File: config.mk
export PLATFORM = sky130hd
export DESIGN_NAME = pc_sequencer
export DESIGN_NICKNAME = d
export VERILOG_FILES = /design/src/rtl/pc_sequencer_pkg.sv /design/src/rtl/pc_sequencer_mem_wait_timer.sv /design/src/rtl/pc_sequencer.sv
export SDC_FILE = /design/constraint.sdc
export NUM_CORES = 1
export LEC_CHECK = 0
export CORE_MARGIN = 1.5
export CORE_UTILIZATION = 35
export CTS_CLUSTER_DIAMETER = 150
export DETAILED_ROUTE_END_ITERATION = 12
export SLEW_MARGIN = 40
export SYNTH_ARGS = -nofsm -noshare
export SYNTH_HDL_FRONTEND = slang
export SYNTH_HIERARCHICAL = 1
export SYNTH_SLANG_ARGS = --single-unit
File: constraint.sdc
create_clock -name clk_i -period 3.6 [get_ports clk_i]
set_input_delay 0.54 -clock clk_i [delete_from_list [all_inputs] [get_ports clk_i]]
set_output_delay 0.54 -clock clk_i [all_outputs]
set_load 0.005 [all_outputs]
File: src/rtl/pc_sequencer_pkg.sv
// Shared encodings for the multicycle PC sequencer: opcodes, PC-control codes,
// next-PC mux selects and the FSM state type.
package pc_sequencer_pkg;

  localparam logic [6:0] OP_OP     = 7'b0110011;
  localparam logic [6:0] OP_OPIMM  = 7'b0010011;
  localparam logic [6:0] OP_LOAD   = 7'b0000011;
  localparam logic [6:0] OP_STORE  = 7'b0100011;
  localparam logic [6:0] OP_BRANCH = 7'b1100011;
  localparam logic [6:0] OP_JAL    = 7'b1101111;
  localparam logic [6:0] OP_JALR   = 7'b1100111;
  localparam logic [6:0] OP_LUI    = 7'b0110111;
  localparam logic [6:0] OP_AUIPC  = 7'b0010111;
  localparam logic [6:0] OP_SYSTEM = 7'b1110011;

  typedef enum logic [1:0] {
    STALL_LOAD    = 2'd0,
    STALL_RESTORE = 2'd1,
    STALL_HOLD    = 2'd2
  } stall_op_e;

  typedef enum logic [1:0] {
    NPC_PLUS4  = 2'd0,
    NPC_PC_IMM = 2'd1,
    NPC_RS1    = 2'd2,
    NPC_TRAP   = 2'd3
  } next_pc_sel_e;

  typedef enum logic [2:0] {
    ST_FETCH  = 3'd0,
    ST_DECODE = 3'd1,
    ST_EXEC   = 3'd2,
    ST_MEM    = 3'd3,
    ST_WB     = 3'd4,
    ST_TRAP   = 3'd5,
    ST_REPLAY = 3'd6
  } state_e;

  function automatic logic is_legal_opcode(input logic [6:0] op);
    logic legal;
    legal = 1'b0;
    case (op)
      OP_OP, OP_OPIMM, OP_LOAD, OP_STORE, OP_BRANCH,
      OP_JAL, OP_JALR, OP_LUI, OP_AUIPC, OP_SYSTEM: legal = 1'b1;
      default: legal = 1'b0;
    endcase
    return legal;
  endfunction

endpackage

File: src/rtl/pc_sequencer_mem_wait_timer.sv
// Saturating wait counter shared by the FETCH and MEM states; flags a bus
// timeout once TIMEOUT consecutive cycles have been spent waiting.
module mem_wait_timer #(
  parameter int unsigned TIMEOUT = 15,
  parameter int unsigned CNT_W   = 8
) (
  input  logic clk_i,
  input  logic rst_ni,
  input  logic en_i,
  input  logic clear_i,
  output logic timeout_o
);

  // The count reflects cycles already waited, so the TIMEOUT-th cycle sees TIMEOUT-1.
  localparam logic [CNT_W-1:0] LIMIT = CNT_W'(TIMEOUT - 1);

  logic [CNT_W-1:0] cnt_q, cnt_d;

  always_comb begin
    cnt_d = cnt_q;
    if (clear_i) begin
      cnt_d = '0;
    end else if (en_i && (cnt_q != {CNT_W{1'b1}})) begin
      cnt_d = cnt_q + 1'b1;
    end
  end

  always_ff @(posedge clk_i or negedge rst_ni) begin
    if (!rst_ni) begin
      cnt_q <= '0;
    end else begin
      cnt_q <= cnt_d;
    end
  end

  assign timeout_o = en_i && (cnt_q >= LIMIT);

endmodule

File: src/rtl/pc_sequencer.sv
// Multicycle RV32I control FSM: steps each instruction through
// FETCH/DECODE/EXEC/MEM/WB and drives PC control, memory strobes and write enables.
module pc_sequencer
  import pc_sequencer_pkg::*;
#(
  parameter int unsigned TIMEOUT = 15,
  parameter int unsigned CNT_W   = 8
) (
  input  logic       clk_i,
  input  logic       rst_ni,
  input  logic [6:0] opcode_i,
  input  logic       branch_taken_i,
  input  logic       imem_ready_i,
  input  logic       dmem_ready_i,
  input  logic       replay_i,
  output logic [1:0] stall_op_o,
  output logic [1:0] next_pc_sel_o,
  output logic       imem_req_o,
  output logic       dmem_req_o,
  output logic       dmem_we_o,
  output logic       ir_we_o,
  output logic       rf_we_o,
  output logic       trap_o,
  output logic [2:0] state_o
);

  state_e       state_q, state_d;
  logic         taken_q, taken_d;
  stall_op_e    stall_op;
  next_pc_sel_e next_pc_sel;
  logic         timer_en, timer_clear, timeout;
  logic         is_store, is_branch;

  assign is_store  = (opcode_i == OP_STORE);
  assign is_branch = (opcode_i == OP_BRANCH);

  assign timer_en    = (state_q == ST_FETCH) || (state_q == ST_MEM);
  assign timer_clear = (state_d != state_q);

  mem_wait_timer #(
    .TIMEOUT (TIMEOUT),
    .CNT_W   (CNT_W)
  ) u_timer (
    .clk_i     (clk_i),
    .rst_ni    (rst_ni),
    .en_i      (timer_en),
    .clear_i   (timer_clear),
    .timeout_o (timeout)
  );

  // WB uses the comparator result captured in EXEC, not the live input.
  assign taken_d = (state_q == ST_EXEC) ? branch_taken_i : taken_q;

  always_ff @(posedge clk_i or negedge rst_ni) begin
    if (!rst_ni) begin
      state_q <= ST_FETCH;
      taken_q <= 1'b0;
    end else begin
      state_q <= state_d;
      taken_q <= taken_d;
    end
  end

  always_comb begin
    state_d     = state_q;
    stall_op    = STALL_HOLD;
    next_pc_sel = NPC_PLUS4;
    imem_req_o  = 1'b0;
    dmem_req_o  = 1'b0;
    dmem_we_o   = 1'b0;
    ir_we_o     = 1'b0;
    rf_we_o     = 1'b0;
    trap_o      = 1'b0;

    case (state_q)
      ST_FETCH: begin
        imem_req_o = 1'b1;
        if (replay_i) begin
          state_d = ST_REPLAY;
        end else if (imem_ready_i) begin
          ir_we_o = 1'b1;
          state_d = ST_DECODE;
        end else if (timeout) begin
          state_d = ST_TRAP;
        end
      end
      ST_DECODE: state_d = is_legal_opcode(opcode_i) ? ST_EXEC : ST_TRAP;
      ST_EXEC: begin
        state_d = ((opcode_i == OP_LOAD) || is_store) ? ST_MEM : ST_WB;
      end
      ST_MEM: begin
        dmem_req_o = 1'b1;
        dmem_we_o  = is_store;
        if (dmem_ready_i) begin
          state_d = ST_WB;
        end else if (timeout) begin
          state_d = ST_TRAP;
        end
      end
      ST_WB: begin
        stall_op = STALL_LOAD;
        rf_we_o  = !(is_store || is_branch);
        if ((opcode_i == OP_JAL) || (is_branch && taken_q)) begin
          next_pc_sel = NPC_PC_IMM;
        end else if (opcode_i == OP_JALR) begin
          next_pc_sel = NPC_RS1;
        end
        state_d = ST_FETCH;
      end
      ST_TRAP: begin
        trap_o      = 1'b1;
        stall_op    = STALL_LOAD;
        next_pc_sel = NPC_TRAP;
        state_d     = ST_FETCH;
      end
      ST_REPLAY: begin
        stall_op = STALL_RESTORE;
        state_d  = ST_FETCH;
      end
      default: state_d = ST_FETCH;
    endcase

    // Reset drops requests and enables at once rather than at the next edge.
    if (!rst_ni) begin
      stall_op    = STALL_HOLD;
      next_pc_sel = NPC_PLUS4;
      imem_req_o  = 1'b0;
      dmem_req_o  = 1'b0;
      dmem_we_o   = 1'b0;
      ir_we_o     = 1'b0;
      rf_we_o     = 1'b0;
      trap_o      = 1'b0;
    end
  end

  assign stall_op_o    = stall_op;
  assign next_pc_sel_o = next_pc_sel;
  assign state_o       = state_q;

endmodule

# Word-level counts from Yosys, hierarchy flattened
# Index checks and enable logic that the tools add are counted.
[word_totals]
output_inout_bits = 13
memories = 0
latchBits = 0
ff_bits = 12
mem_bits_ro = 0
mem_bits_rw = 0
inputBits = 13
[op_classes]
div_mod_pow = 0
n_eq_ne = 18
n_addsub = 1
mul = 0
shifts = 0
mux = 31
n_reduce_logical = 12
magnitude_cmp = 1
n_bitwise = 0
[ops]
columns = ["op", "n"]
rows = [
  ["7-bit equality test, second input constant", 4],
  ["7-bit by 6-bit equality test with 1-bit output, second input constant", 3],
  ["3-bit 2-to-1 mux", 6],
  ["1-bit 2-to-1 mux", 16],
  ["8-bit 2-to-1 mux", 2],
  ["7-bit by 5-bit equality test with 1-bit output, second input constant", 2],
  ["3-bit case mux with 4 select lines", 1],
  ["10-bit OR reduction", 1],
  ["3-bit equality test, second input constant", 3],
  ["8-bit by 1-bit adder with 8-bit output, second input constant", 1],
  ["8-bit by 4-bit >= comparator with 1-bit output, second input constant", 1],
  ["2-bit 2-to-1 mux", 4],
  ["8-bit inequality test, second input constant", 1],
  ["2-bit case mux with 2 select lines", 2],
  ["7-bit by 2-bit equality test with 1-bit output, second input constant", 1],
  ["3-bit by 2-bit equality test with 1-bit output, second input constant", 2],
  ["1-bit logical OR", 4],
  ["3-bit by 1-bit equality test with 1-bit output, second input constant", 1],
  ["1-bit logical AND", 3],
  ["3-bit zero test", 1],
  ["3-bit inequality test", 1],
  ["2-bit nonzero test", 1],
  ["2-bit OR reduction", 1],
  ["1-bit zero test", 1],
]

# Longest topological paths before layout
[logic_depth]
word_depth = 9
depth_mapped = 10

# Modules after synthesis
# The synthesis kept the hierarchy.
[modules_own_cells]
columns = ["module", "cells_each", "area_each_um2", "seq_area_each_um2", "n_inst"]
rows = [
  ["mem_wait_timer", 52, 501.7, 200.2, 1],
  ["pc_sequencer", 69, 471.7, 100.1, 1],
]

# Worst setup path after synthesis
# OpenSTA, ideal clock, no wires.
[synth_path]
path_kind = "register to register"
from = "register state_q[1], in the netlist state_o[1]"
to = "register u_timer.cnt_q[5]"
path_slack_ns = 1.028
setup_time_ns = 0.125
arrival_time_ns = 2.447
path_stages_with_launch = 11
n_path_buf = 2
synth_period_minus_slack_ns = 2.572
cell_sequence = "dfrtp_1 -> clkbuf_1 -> or2_2 -> a21oi_1 -> a21boi_0 -> or2_2 -> nor4_1 -> o21bai_1 -> buf_1 -> nor2b_1 -> mux2_4"
[synth_between]
elab_chain_len = 9
elab_cells_between_ends = 15
classes_between = "eq/ne (4); mux (6); reduce/logical (5)"
[synth_rtl]
columns = ["element", "line_no", "text"]
rows = [
  ["start: declaration", "pc_sequencer.sv:27", "state_e state_q, state_d;"],
  ["start signal: assignment", "pc_sequencer.sv:59", "state_q <= state_d;"],
  ["3-bit by 2-bit equality test with 1-bit output / 3-bit zero test (equally long branches)", "pc_sequencer.sv:37", "assign timer_en = (state_q == ST_FETCH) || (state_q == ST_MEM);"],
  ["1-bit logical OR (*)", "pc_sequencer.sv:37", ""],
  ["net timer_en", "pc_sequencer.sv:31", "logic timer_en, timer_clear, timeout;"],
  ["1-bit logical AND (*)", "pc_sequencer_mem_wait_timer.sv:36", "assign timeout_o = en_i && (cnt_q >= LIMIT);"],
  ["net timeout", "pc_sequencer.sv:31", ""],
  ["3-bit 2-to-1 mux (*)", "pc_sequencer.sv:83, pc_sequencer.sv:96", ""],
  ["3-bit 2-to-1 mux", "pc_sequencer.sv:80", "end else if (imem_ready_i) begin"],
  ["3-bit 2-to-1 mux", "pc_sequencer.sv:78", "if (replay_i) begin"],
  ["3-bit case mux with 4 select lines (*)", "pc_sequencer.sv:75", "case (state_q)"],
  ["3-bit inequality test (*)", "pc_sequencer.sv:38", "assign timer_clear = (state_d != state_q);"],
  ["net timer_clear", "pc_sequencer.sv:31", ""],
  ["8-bit 2-to-1 mux / 2-bit nonzero test (equally long branches)", "n/a", ""],
  ["end signal: assignment", "pc_sequencer_mem_wait_timer.sv:32", "cnt_q <= cnt_d;"],
  ["end: declaration", "pc_sequencer_mem_wait_timer.sv:17", "logic [CNT_W-1:0] cnt_q, cnt_d;"],
]
# Mark *: on every way through the listed nets, which the timed path passes. The rest lies on a longest branch.
# A chain may end at the register's enable or synchronous reset.

# Worst setup path after layout
[layout_path]
from = "input port opcode_i[4]"
to = "output port next_pc_sel_o[1]"
[layout_between]
elab_chain_len = 6
elab_cells_between_ends = 9
classes_between = "eq/ne (3); mux (4); reduce/logical (2)"
[layout_rtl]
columns = ["element", "line_no", "text"]
rows = [
  ["start: declaration", "pc_sequencer.sv:11", "input logic [6:0] opcode_i,"],
  ["7-bit equality test", "pc_sequencer.sv:35", "assign is_branch = (opcode_i == OP_BRANCH);"],
  ["1-bit logical AND", "pc_sequencer.sv:103", "if ((opcode_i == OP_JAL) || (is_branch && taken_q)) begin"],
  ["1-bit logical OR", "pc_sequencer.sv:103", ""],
  ["2-bit 2-to-1 mux (*)", "pc_sequencer.sv:103", ""],
  ["2-bit case mux with 2 select lines (*)", "pc_sequencer.sv:75", ""],
  ["2-bit 2-to-1 mux (*)", "pc_sequencer.sv:124", "if (!rst_ni) begin"],
  ["end: declaration", "pc_sequencer.sv:17", "output logic [1:0] next_pc_sel_o,"],
]
# Mark *: on every way between the ends. The rest lies on a longest branch, timed or not.

==> out/results.tsv <==
metric	value	unit
synthFlopType	dfrtp_1	
ys_types	40	
setup-tns-final	0	ns
synth-xor-area-share	0	
drt_iter0_drc	29	
yosys.area_share.simple	0.3573	
cp.depth	6	
cts.sinks	12	
synth_top_family_by_area	simple AND/OR/NAND/NOR gates	
synthTopCellsByArea	dfrtp_1, a21oi_1, nor2_1, nand2_1, nand2b_1	
syn_inst	121	
ant_nets	0	
cp-end-kind	primary output	
synthArstFlopShare	1.000	
antenna_found_initial	0	
synth_top_area_cell	dfrtp_1	
post_cts_resized	0	
maxCapViolations	0	
cp.arrival	2.21	ns
drive_gt1_frac	0.08784	
rsz0062_at_grt	false	
crit_family	buffers and inverters	
yosys_warnings	6	
ioPinCount	26	
max_clock_freq	0.3637	GHz
clk_pin_slew_worst_paths	0.08	ns
die_y	55.74	um
power.leakage	0.0005326	uW
tightestPinTransition	0.4441	ns
cts_root_buf	clkbuf_4	
syn_area	973.4	um2
cts_hold_buf	0	
firstDrtPassIters	4	
grt_pass1_wl	4.036	mm
gp_congestion	0.7810	
detail_route.wl_per_cell	13.39	um
postCtsSetupBuffers	0	
die_w	55.74	um
final_nets	164	
antenna_cells	0	
required	3.06	ns
synth_compound_area_frac	0.2288	
grt_pass1_vias	897	
via_count	999	
route.detailed.drc	0	
grt.total_usage	0.1596	
cpMaxStageDelayCell	clkdlybuf4s50_1	
start_util	0.3825	
syn_to_final_growth	33.42	%
hold_viol_final	0	
min_path_type	in -> async	
cts_buffer_depth	2	
vdd_drop_max	471.8	uV
num_rows	18	
clock_skew	0.002722	ns
htree_levels	1	
yosysMostFrequentCell	dfrtp_1	
syn_nets	136	
dpl.hpwl	1.804	mm
relSlewSlack	0.7039	
fillCellCount	240	
finalWirelength	2.383	mm
ys_seq_area_frac	0.3085	
stdcell_area	1299	um2
path_cells	clkdlybuf4s50_1 -> and3b_1 -> nand3_1 -> o31a_1 -> nor2_1 -> clkdlybuf4s50_1	
synthMuxAreaShare	0.03856	
synth_common_cells	dfrtp_1, nor2_1, a21oi_1	
power.density	489.5	nW/um2
synth_edf_count	0	
setup_viol	0	
via_per_inst	5.612	
reg2reg_to	u_timer/cnt_q[5]$_DFFE_PN0P_	
die-area	3106	um2
cts_buffers	3	
synthAdderAreaFrac	0.02571	
max_stage_delay	0.50	ns
critPathKind	in -> out	
synth_top_area_share	0.3085	
io_buffers	25	
ys_seq_elements	12	
cp_num_buf_inv	2	
r2r-start	state_o[0]$_DFF_PN0_	
crit_top_cell	clkdlybuf4s50_1	
reg2reg_slack	1.00	ns
status	finished, final reports clean	
synth_area_per_cell	8.045	um2
clock_latency	0.27	ns
r2r_cells	10	
grt_max_degree	17	
grt_remaining_overflow	0	
min_period_over_period	0.7638	
path_max_fanout	4	
period_needed	2.750	ns
dpl-instance-area	1262	um2
startpoint_type	input pin	
cts_tree	yes	
core-area	2545	um2
slew_viol_final	0	
==> placed cells by master, fill, tap and decap left out, types with 2 or more instances in the layout <==
cell type,netlist,routed
a211oi_1,2,2
a21boi_0,2,2
a21oi_1,10,10
a31oi_1,3,3
and2_1,2,2
and3_1,3,3
and4_1,2,2
buf_4,0,3
clkbuf_4,0,3
clkdlybuf4s50_1,0,25
dfrtp_1,12,12
ha_1,2,2
inv_1,5,5
mux2_2,2,2
nand2_1,9,9
nand2b_1,5,5
nand3_1,5,5
nor2_1,11,11
nor2b_1,5,5
nor3_1,4,4
nor3b_1,4,4
nor4_1,3,3
o21ai_0,2,2
o21bai_1,3,3
o31ai_1,4,4
or2_2,2,2
==> area by class of cell <==
type	count	area (um2)	share of cell area
Inverter	5	18.77	0.01445
Tap cell	30	37.54	0.02890
Timing Repair Buffer	28	272.8	0.2100
Multi-Input combinational cell	99	633.1	0.4875
Clock buffer	4	36.28	0.02794
Sequential cell	12	300.3	0.2312
==> layer usage <==
metal / track usage / wire length [um] / vias to the layer above
met5: 0 / 0 / -
met4: 0.04181 / 0 / 0
met3: 0.04884 / 144 / 0
met2: 0.2738 / 1181 / 30
met1: 0.1929 / 1058 / 466
li1: - / - / 503
==> registers in the layout (all words and copies together), names as in the netlist <==
| register | count |
|---|---|
| u_timer/cnt_q | 8 |
| taken_q | 1 |
| state_o | 3 |
==> metrics by stage <==
stage	worst slack [ns]	total power [uW]	utilization	std cells	hold slack, ns
after floorplan	1.028	392.5	-	121	0.2444
after global placement	0.8804	528.8	0.4961	174	0.4948
after detailed placement	0.8597	531.2	0.4961	174	0.5031
after CTS	0.8489	643.2	0.5103	178	0.4598
after global routing	0.7452	685.7	0.5103	178	0.4689
final	0.8503	635.8	0.5103	178	0.4605
==> worst max path at each step <==
stage          slack [ns]            startpoint                           end
2_1_floorplan        1.03  state_o[1]$_DFF_PN0_  u_timer/cnt_q[5]$_DFFE_PN0P_
3_3_place_gp         0.88           opcode_i[4]              next_pc_sel_o[1]
3_5_place_dp         0.86           opcode_i[4]              next_pc_sel_o[1]
4_1_cts              0.85           opcode_i[4]              next_pc_sel_o[1]
5_1_grt              0.75           opcode_i[4]              next_pc_sel_o[1]
6_report             0.85           opcode_i[4]              next_pc_sel_o[1]
==> where the power goes <==
| part | total (uW) | switching (uW) | internal (uW) |
|---|---|---|---|
| Clock | 108 | 46.7 | 61.5 |
| Sequential | 226 | 65.2 | 160 |
| Combinational | 302 | 128 | 174 |
==> kinds of logic (layout without fill, tap and decap cells) <==
logic type / Yosys count / count (layout)
buffers and inverters: 10 / 37
flip-flops: 12 / 12
adder cells (fa/ha/maj): 2 / 2
multiplexers: 3 / 3
AO/OA/AOI/OAI: 33 / 33
AND/OR/NAND/NOR: 61 / 61
Note: power is estimated with default switching activity, not from simulation.
